===== config.mk =====
export PLATFORM = sky130hd
export DESIGN_NAME = uart_tx_fifo
export DESIGN_NICKNAME = d
export VERILOG_FILES = /design/src/rtl/uart_pkg.sv /design/src/rtl/sync_fifo.sv /design/src/rtl/uart_tx_fifo.sv
export SDC_FILE = /design/constraint.sdc
export NUM_CORES = 1
export LEC_CHECK = 0
export ABC_CLOCK_PERIOD_IN_PS = 3300
export CAP_MARGIN = 40
export CORE_ASPECT_RATIO = 1.5
export CORE_MARGIN = 2
export CORE_UTILIZATION = 38
export DETAILED_ROUTE_END_ITERATION = 8
export GPL_TIMING_DRIVEN = 1
export PLACE_DENSITY = 0.56
export RECOVER_POWER = 100
export SLEW_MARGIN = 20
export SYNTH_ARGS = -nofsm -noshare
export SYNTH_HDL_FRONTEND = slang
export SYNTH_SLANG_ARGS = --single-unit

===== constraint.sdc =====
create_clock -name clk_i -period 3.3 [get_ports clk_i]
set_input_delay 0.99 -clock clk_i [delete_from_list [all_inputs] [get_ports clk_i]]
set_output_delay 0.99 -clock clk_i [all_outputs]
set_load 0.02 [all_outputs]

===== src/rtl/uart_pkg.sv =====
// Shared definitions for the buffered UART transmitter: FSM state encoding,
// default line settings and the bit-period helper.
package uart_pkg;

  localparam int unsigned CLK_FREQ_DEFAULT = 50_000_000;
  localparam int unsigned BAUD_DEFAULT     = 115_200;

  localparam logic [2:0] ST_IDLE   = 3'd0;
  localparam logic [2:0] ST_START  = 3'd1;
  localparam logic [2:0] ST_DATA   = 3'd2;
  localparam logic [2:0] ST_PARITY = 3'd3;
  localparam logic [2:0] ST_STOP   = 3'd4;

  typedef enum logic [2:0] {
    StIdle   = ST_IDLE,
    StStart  = ST_START,
    StData   = ST_DATA,
    StParity = ST_PARITY,
    StStop   = ST_STOP
  } tx_state_e;

  // Clock cycles per bit, truncated.
  function automatic int unsigned calc_div(input int unsigned clk_freq,
                                           input int unsigned baud);
    return clk_freq / baud;
  endfunction

endpackage


===== src/rtl/sync_fifo.sv =====
// Single-clock circular FIFO. Pointers carry one extra wrap bit so full and
// empty are distinguished without a separate counter. Read data is the head
// entry, valid whenever o_empty is low.
module sync_fifo #(
  parameter int unsigned Width = 8,
  parameter int unsigned Depth = 16,
  localparam int unsigned AddrW = $clog2(Depth)
) (
  input  logic             i_clk,
  input  logic             i_rst_n,
  input  logic             i_push,
  input  logic [Width-1:0] i_wdata,
  input  logic             i_pop,
  output logic [Width-1:0] o_rdata,
  output logic             o_full,
  output logic             o_empty,
  output logic [AddrW:0]   o_level
);

  localparam logic [AddrW:0] DepthCount = (AddrW + 1)'(Depth);

  logic [Width-1:0] r_mem [Depth];
  logic [AddrW:0]   r_wr_ptr;
  logic [AddrW:0]   r_rd_ptr;
  logic             w_push;
  logic             w_pop;

  if (Depth < 2 || (Depth & (Depth - 1)) != 0) begin : g_depth_check
    $error("sync_fifo: Depth must be a power of two >= 2");
  end

  assign o_level = r_wr_ptr - r_rd_ptr;
  assign o_full  = (o_level == DepthCount);
  assign o_empty = (r_wr_ptr == r_rd_ptr);
  assign w_push  = i_push && !o_full;
  assign w_pop   = i_pop && !o_empty;
  assign o_rdata = r_mem[r_rd_ptr[AddrW-1:0]];

  // Pointer update; full-push and empty-pop are dropped.
  always_ff @(posedge i_clk) begin
    if (!i_rst_n) begin
      r_wr_ptr <= '0;
      r_rd_ptr <= '0;
    end else begin
      if (w_push) r_wr_ptr <= r_wr_ptr + 1'b1;
      if (w_pop)  r_rd_ptr <= r_rd_ptr + 1'b1;
    end
  end

  // Storage write; contents need no reset since pointers gate visibility.
  always_ff @(posedge i_clk) begin
    if (w_push) r_mem[r_wr_ptr[AddrW-1:0]] <= i_wdata;
  end

endmodule


===== src/rtl/uart_tx_fifo.sv =====
// Buffered UART transmitter: bytes pushed over valid/ready into a FIFO are
// sent LSB-first as 8N1 frames on txd_o. Defining UART_TX_PARITY_EN adds an
// even-parity bit between the data and stop bits (8E1).
module uart_tx_fifo
  import uart_pkg::*;
#(
  parameter int unsigned CLK_FREQ   = CLK_FREQ_DEFAULT,
  parameter int unsigned BAUD       = BAUD_DEFAULT,
  parameter int unsigned FIFO_DEPTH = 16,
  localparam int unsigned LevelW    = $clog2(FIFO_DEPTH) + 1
) (
  input  logic              clk_i,
  input  logic              rst_i,
  input  logic              wr_valid_i,
  input  logic [7:0]        wr_data_i,
  output logic              wr_ready_o,
  output logic              txd_o,
  output logic              busy_o,
  output logic [LevelW-1:0] level_o
);

  localparam int unsigned Div   = calc_div(CLK_FREQ, BAUD);
  localparam int unsigned BaudW = $clog2(Div);
  localparam logic [BaudW-1:0] DivLast = BaudW'(Div - 1);

  if (Div < 4) begin : g_div_check
    $error("uart_tx_fifo: CLK_FREQ/BAUD must be at least 4");
  end

  tx_state_e         r_state;
  tx_state_e         w_state_d;
  logic [BaudW-1:0]  r_baud;
  logic [BaudW-1:0]  w_baud_d;
  logic [2:0]        r_bit;
  logic [2:0]        w_bit_d;
  logic [7:0]        r_shift;
  logic [7:0]        w_shift_d;
  logic              r_txd;
  logic              w_txd_d;
  logic              r_busy;
  logic              w_busy_d;
`ifdef UART_TX_PARITY_EN
  logic              r_par;
  logic              w_par_d;
`endif

  logic              w_push;
  logic              w_pop;
  logic              w_tick;
  logic [7:0]        w_fifo_data;
  logic              w_fifo_full;
  logic              w_fifo_empty;
  logic [LevelW-1:0] w_level;
  logic [LevelW-1:0] w_level_d;

  sync_fifo #(
    .Width (8),
    .Depth (FIFO_DEPTH)
  ) u_fifo (
    .i_clk   (clk_i),
    .i_rst_n (rst_i),
    .i_push  (w_push),
    .i_wdata (wr_data_i),
    .i_pop   (w_pop),
    .o_rdata (w_fifo_data),
    .o_full  (w_fifo_full),
    .o_empty (w_fifo_empty),
    .o_level (w_level)
  );

  assign wr_ready_o = !w_fifo_full;
  assign w_push     = wr_valid_i && wr_ready_o;
  assign w_tick     = (r_baud == DivLast);
  assign w_level_d  = w_level + LevelW'(w_push) - LevelW'(w_pop);
  assign txd_o      = r_txd;
  assign busy_o     = r_busy;
  assign level_o    = w_level;

  // Next-state: frame sequencing, baud/bit counters and shifter.
  always_comb begin
    w_state_d = r_state;
    w_baud_d  = w_tick ? '0 : r_baud + 1'b1;
    w_bit_d   = r_bit;
    w_shift_d = r_shift;
    w_pop     = 1'b0;
`ifdef UART_TX_PARITY_EN
    w_par_d   = r_par;
`endif
    unique case (r_state)
      StIdle: begin
        w_baud_d = '0;
        if (!w_fifo_empty) begin
          w_pop     = 1'b1;
          w_shift_d = w_fifo_data;
`ifdef UART_TX_PARITY_EN
          w_par_d   = ^w_fifo_data;
`endif
          w_state_d = StStart;
        end
      end
      StStart: begin
        if (w_tick) begin
          w_bit_d   = '0;
          w_state_d = StData;
        end
      end
      StData: begin
        if (w_tick) begin
          w_shift_d = {1'b0, r_shift[7:1]};
          w_bit_d   = r_bit + 1'b1;
          if (r_bit == 3'd7) begin
`ifdef UART_TX_PARITY_EN
            w_state_d = StParity;
`else
            w_state_d = StStop;
`endif
          end
        end
      end
`ifdef UART_TX_PARITY_EN
      StParity: begin
        if (w_tick) w_state_d = StStop;
      end
`endif
      StStop: begin
        if (w_tick) begin
          // Chain straight into the next start bit when more data is queued.
          if (!w_fifo_empty) begin
            w_pop     = 1'b1;
            w_shift_d = w_fifo_data;
`ifdef UART_TX_PARITY_EN
            w_par_d   = ^w_fifo_data;
`endif
            w_state_d = StStart;
          end else begin
            w_state_d = StIdle;
          end
        end
      end
      default: begin
        w_baud_d  = '0;
        w_state_d = StIdle;
      end
    endcase
  end

  // Line level for the current state; registered so txd_o lags state by one cycle.
  always_comb begin
    w_txd_d = 1'b1;
    unique case (r_state)
      StIdle:   w_txd_d = 1'b1;
      StStart:  w_txd_d = 1'b0;
      StData:   w_txd_d = r_shift[0];
`ifdef UART_TX_PARITY_EN
      StParity: w_txd_d = r_par;
`endif
      StStop:   w_txd_d = 1'b1;
      default:  w_txd_d = 1'b1;
    endcase
    w_busy_d = (w_state_d != StIdle) || (w_level_d != '0);
  end

  // State, counters, shifter and registered outputs.
  always_ff @(posedge clk_i) begin
    if (!rst_i) begin
      r_state <= StIdle;
      r_baud  <= '0;
      r_bit   <= '0;
      r_shift <= '0;
      r_txd   <= 1'b1;
      r_busy  <= 1'b0;
`ifdef UART_TX_PARITY_EN
      r_par   <= 1'b0;
`endif
    end else begin
      r_state <= w_state_d;
      r_baud  <= w_baud_d;
      r_bit   <= w_bit_d;
      r_shift <= w_shift_d;
      r_txd   <= w_txd_d;
      r_busy  <= w_busy_d;
`ifdef UART_TX_PARITY_EN
      r_par   <= w_par_d;
`endif
    end
  end

endmodule


==> results summary <==
For this run, the total global-route usage over all layers was measured as between 10% and 20%. The number of DRC violations after detailed routing is 0. Clock tree synthesis selected as its root buffer the cell clkbuf_16. The area of the die is between 15000 and 20000 sq um.

The critical path class is register to register. After floorplanning, the core was sized to cover around 18000 sq um. The critical path starts at u_fifo.r_wr_ptr[0]$_SDFFE_PN0P_. The post-route minimum period came out at 3335 ps. The wire length of the first global-routing pass is about 23000 um.

STA classifies the critical path endpoint as a register. At the worst endpoint, the arrival time is roughly 3600 ps. The wire length per cell after detailed routing came out at about 18 um.

In this run the tightest slew margin relative to its limit is 43.75%. The worst hold slack after final layout is approximately 470 ps. The met1 track utilization from global routing is between 10% and 20%. After synthesis, the cell types taking the most area are edfxtp_1 (54%), dfxtp_1 (11%), mux4_2 (6.7%). After synthesis, the share of flip-flops with an asynchronous set or reset is 0%. The highest clock rate is 299.9 MHz. The area growth from synthesis to layout is 20.24%. The net count reported at finish came out at a little under 600.

The worst setup path is launched from a register. The clock buffer count from CTS came out at 17. The highest net fanout along the worst path came out at 3. The most used flip-flop cell after synthesis is edfxtp_1.

Setup repair after global routing could not meet its margin everywhere. The tree built by TritonCTS fans out to between 150 and 200 sinks. The data required time at the worst endpoint is roughly 3600 ps. The count of buffers from port buffering is 18. The max-slew violation total from the final report came out at 0. The post-route non-filler standard cell count came out at approximately 800. The die width is between 100 and 150 um.

The antenna violation net count after detailed routing is 0. During synthesis, Yosys emitted a total of 0 warnings. The clock tree buffer depth is 2. The max-capacitance violation count came out at 0. Entering global routing, the biggest net connects 47 pins. The total standard cell area after synthesis is 7109 sq um. The mean instance size in the synthesized netlist came out at 14.51 sq um.

Power spread over the standard cell area amounts to 772.3 nW/um^2. The net count after synthesis is around 520. For this run, global-route usage on met2 was measured as 29.93%. The number of placed instances, taps included came out at 775.

In the synthesized netlist, the cells that appear most often are edfxtp_1 (128), nor2_1 (50), dfxtp_1 (39). The global routing stage identified its most utilized layer as met2. The maximum vdd drop came out at between 0.0003 and 0.0004 V. The gate count of the mapped netlist came out at ~500. Across all setup checks in the final design, the least slack found is -34.67 ps. The final reports fail on negative setup slack. TritonCTS built the clock tree. The number of storage elements in the synthesis netlist is 167. The number of hold violations in the final report was 0. The aggregate global routing overflow is 0. For this configuration, the core starts out at a cell density of 38.49%. The initial antenna violation count came out at 0.

In this run, the number of DRC markers left after iteration 0 of detailed routing was about 220. Sequential elements use 65.05% of the synthesized area. The startpoint identified for the worst register-to-register timing path is u_fifo.r_wr_ptr[0]$_SDFFE_PN0P_. After routing, the total negative slack on setup checks comes to -34.67 ps. The largest total area in the synthesized netlist belongs to edfxtp_1. The fraction of synthesized cell area taken by the top area cell type came out at a little over half.

The total via count after detailed routing is between 4000 and 5000. The number of inserted diodes is 0. For this run, global-route usage on met3 was measured as about 3.5%.

The number of global-route vias before repair is around 4200. After detailed routing, the total wire length is roughly 15000 um. The H-tree depth came out at 4. The number of placement rows is between 60 and 70.

The number of detailed-route iterations in the first pass came out at 4. In the final layout, the share of cells above drive strength 1 is between 20% and 30%. Clock skew on the completed layout was measured at 13.23 ps. At the later pin of the worst-skew pair, clock insertion delay measures approximately 420 ps. The leakage power total came out at 0.002934 uW. The number of I/O pins came out at 19.

The worst hold path belongs to the class register to register. The number of enable-type register cells in the synthesized netlist came out at between 100 and 150. The ratio of final minimum period to clock period came out at 101.1%. The half-perimeter wire length after placement came out at between 10000 and 15000 um.

The clock transition at the registers of the reported paths came out at about 80 ps. The ratio of routed vias to standard cells is 5.086. The flow ran to the end, but the final reports show violations. Yosys mapped the design onto just over 50 distinct sky130hd cell types. The final weighted congestion in routability-driven placement came out at around 0.77. The overall die height is 171.5 um.

Yosys instantiated no cell more often than edfxtp_1. The slew of the pin with the lowest slew margin is 843.7 ps. In this run the most critical hold path is launched from r_shift[1]$_SDFFE_PN0P_. The number of setup violations in the final report came out at 1.
placed cells by master, fill, tap and decap left out, drive strengths merged, types with 6 or more instances in the layout:
cell type	netlist	final
a21oi	7	7
a221oi	6	6
a31oi	6	6
buf	9	41
clkbuf	13	18
clkinv	1	7
dfxtp	39	39
dlygate4sd3	0	8
edfxtp	128	128
ha	19	19
inv	17	26
mux2i	21	21
mux4	21	21
nand2	21	21
nand2b	9	9
nand3	11	11
nor2	50	50
nor2b	9	9
nor3	12	12
o21ai	15	15
xnor2	14	14
xor2	9	9
layout make-up:
type,instances,area (sq um)
Clock buffer,17,425.4
Clock inverter,15,171.4
Fill cell,1631,9922
Inverter,18,67.56
Multi-Input combinational cell,283,2456
Sequential cell,167,4629
Tap cell,252,315.3
Timing Repair Buffer,58,483.0
state kept, by name, indices dropped and copies added, names as in the netlist, named ones only:
| name | cells |
|---|---|
| r_state | 3 |
| r_shift | 8 |
| r_baud | 9 |
| u_fifo.r_rd_ptr | 5 |
| r_bit | 3 |
| u_fifo.r_mem | 128 |
| u_fifo.r_wr_ptr | 5 |
| busy_o | 1 |
| txd_o | 1 |
metal layers:
| layer | routed length, um | share of wire [%] | vias to the layer above |
|---|---|---|---|
| met5 | 0 | 0 | - |
| met4 | 297 | 2.0 | 0 |
| met3 | 344 | 2.4 | 17 |
| met2 | 8351 | 58 | 61 |
| met1 | 5529 | 38 | 2075 |
| li1 | - | - | 1967 |
per-stage QoR:
step,utilization [%],cell area [sq um],setup WS [ps],total power (uW)
5_1_grt,46.28,8548,-232.4,7001
3_5_place_dp,42.70,7888,-137.0,4648
3_3_place_gp,42.70,7888,-88.26,4600
2_1_floorplan,-,7212,-45.42,4049
4_1_cts,45.94,8484,-21.55,6569
6_report,46.28,8548,-34.67,6602
logic make-up after synthesis:
family / share of synthesized area [%]
AO/OA/AOI/OAI: 6.477
XOR/XNOR: 2.834
adder cells (fa/ha/maj): 3.907
buffers and inverters: 2.517
flip-flops: 65.05
multiplexers: 9.768
AND/OR/NAND/NOR: 9.451
power by group:
| part | internal [uW] | switching [uW] | total, uW |
|---|---|---|---|
| Combinational | 1040 | 1110 | 2150 |
| Sequential | 2410 | 102 | 2510 |
| Clock | 1020 | 921 | 1940 |
| Total | 4470 | 2130 | 6600 |
final timing paths:
path | end | slack [ps] | cells past startpoint
min | r_shift[0]$_SDFFE_PN0P_ | 470 | 2
max | busy_o$_SDFF_PN0_ | -30 | 18
min reg2reg | r_shift[0]$_SDFFE_PN0P_ | 470 | 2
max reg2reg | busy_o$_SDFF_PN0_ | -30 | 18
worst max-delay path: stages, from the launching register on:
cell and delay [ps]:
dfxtp_2 330, inv_2 50, ha_4 170, fa_2 420
xor2_2 170, ha_2 170, and3_4 180, a21boi_4 160
inv_2 60, ha_4 260, inv_2 40, ha_4 150
fa_2 370, a21oi_2 120, nor2_1 50, nor2_1 130
xnor2_1 150, xnor2_1 140, a31oi_1 90
timing repair:
item	CTS	global route
hold buffers	0	0
endpoints found under the setup margin	5	3
pin swaps	4	16
resized for setup	8	12
buffers inserted	0	3
Note: power is estimated with default switching activity, not from simulation.
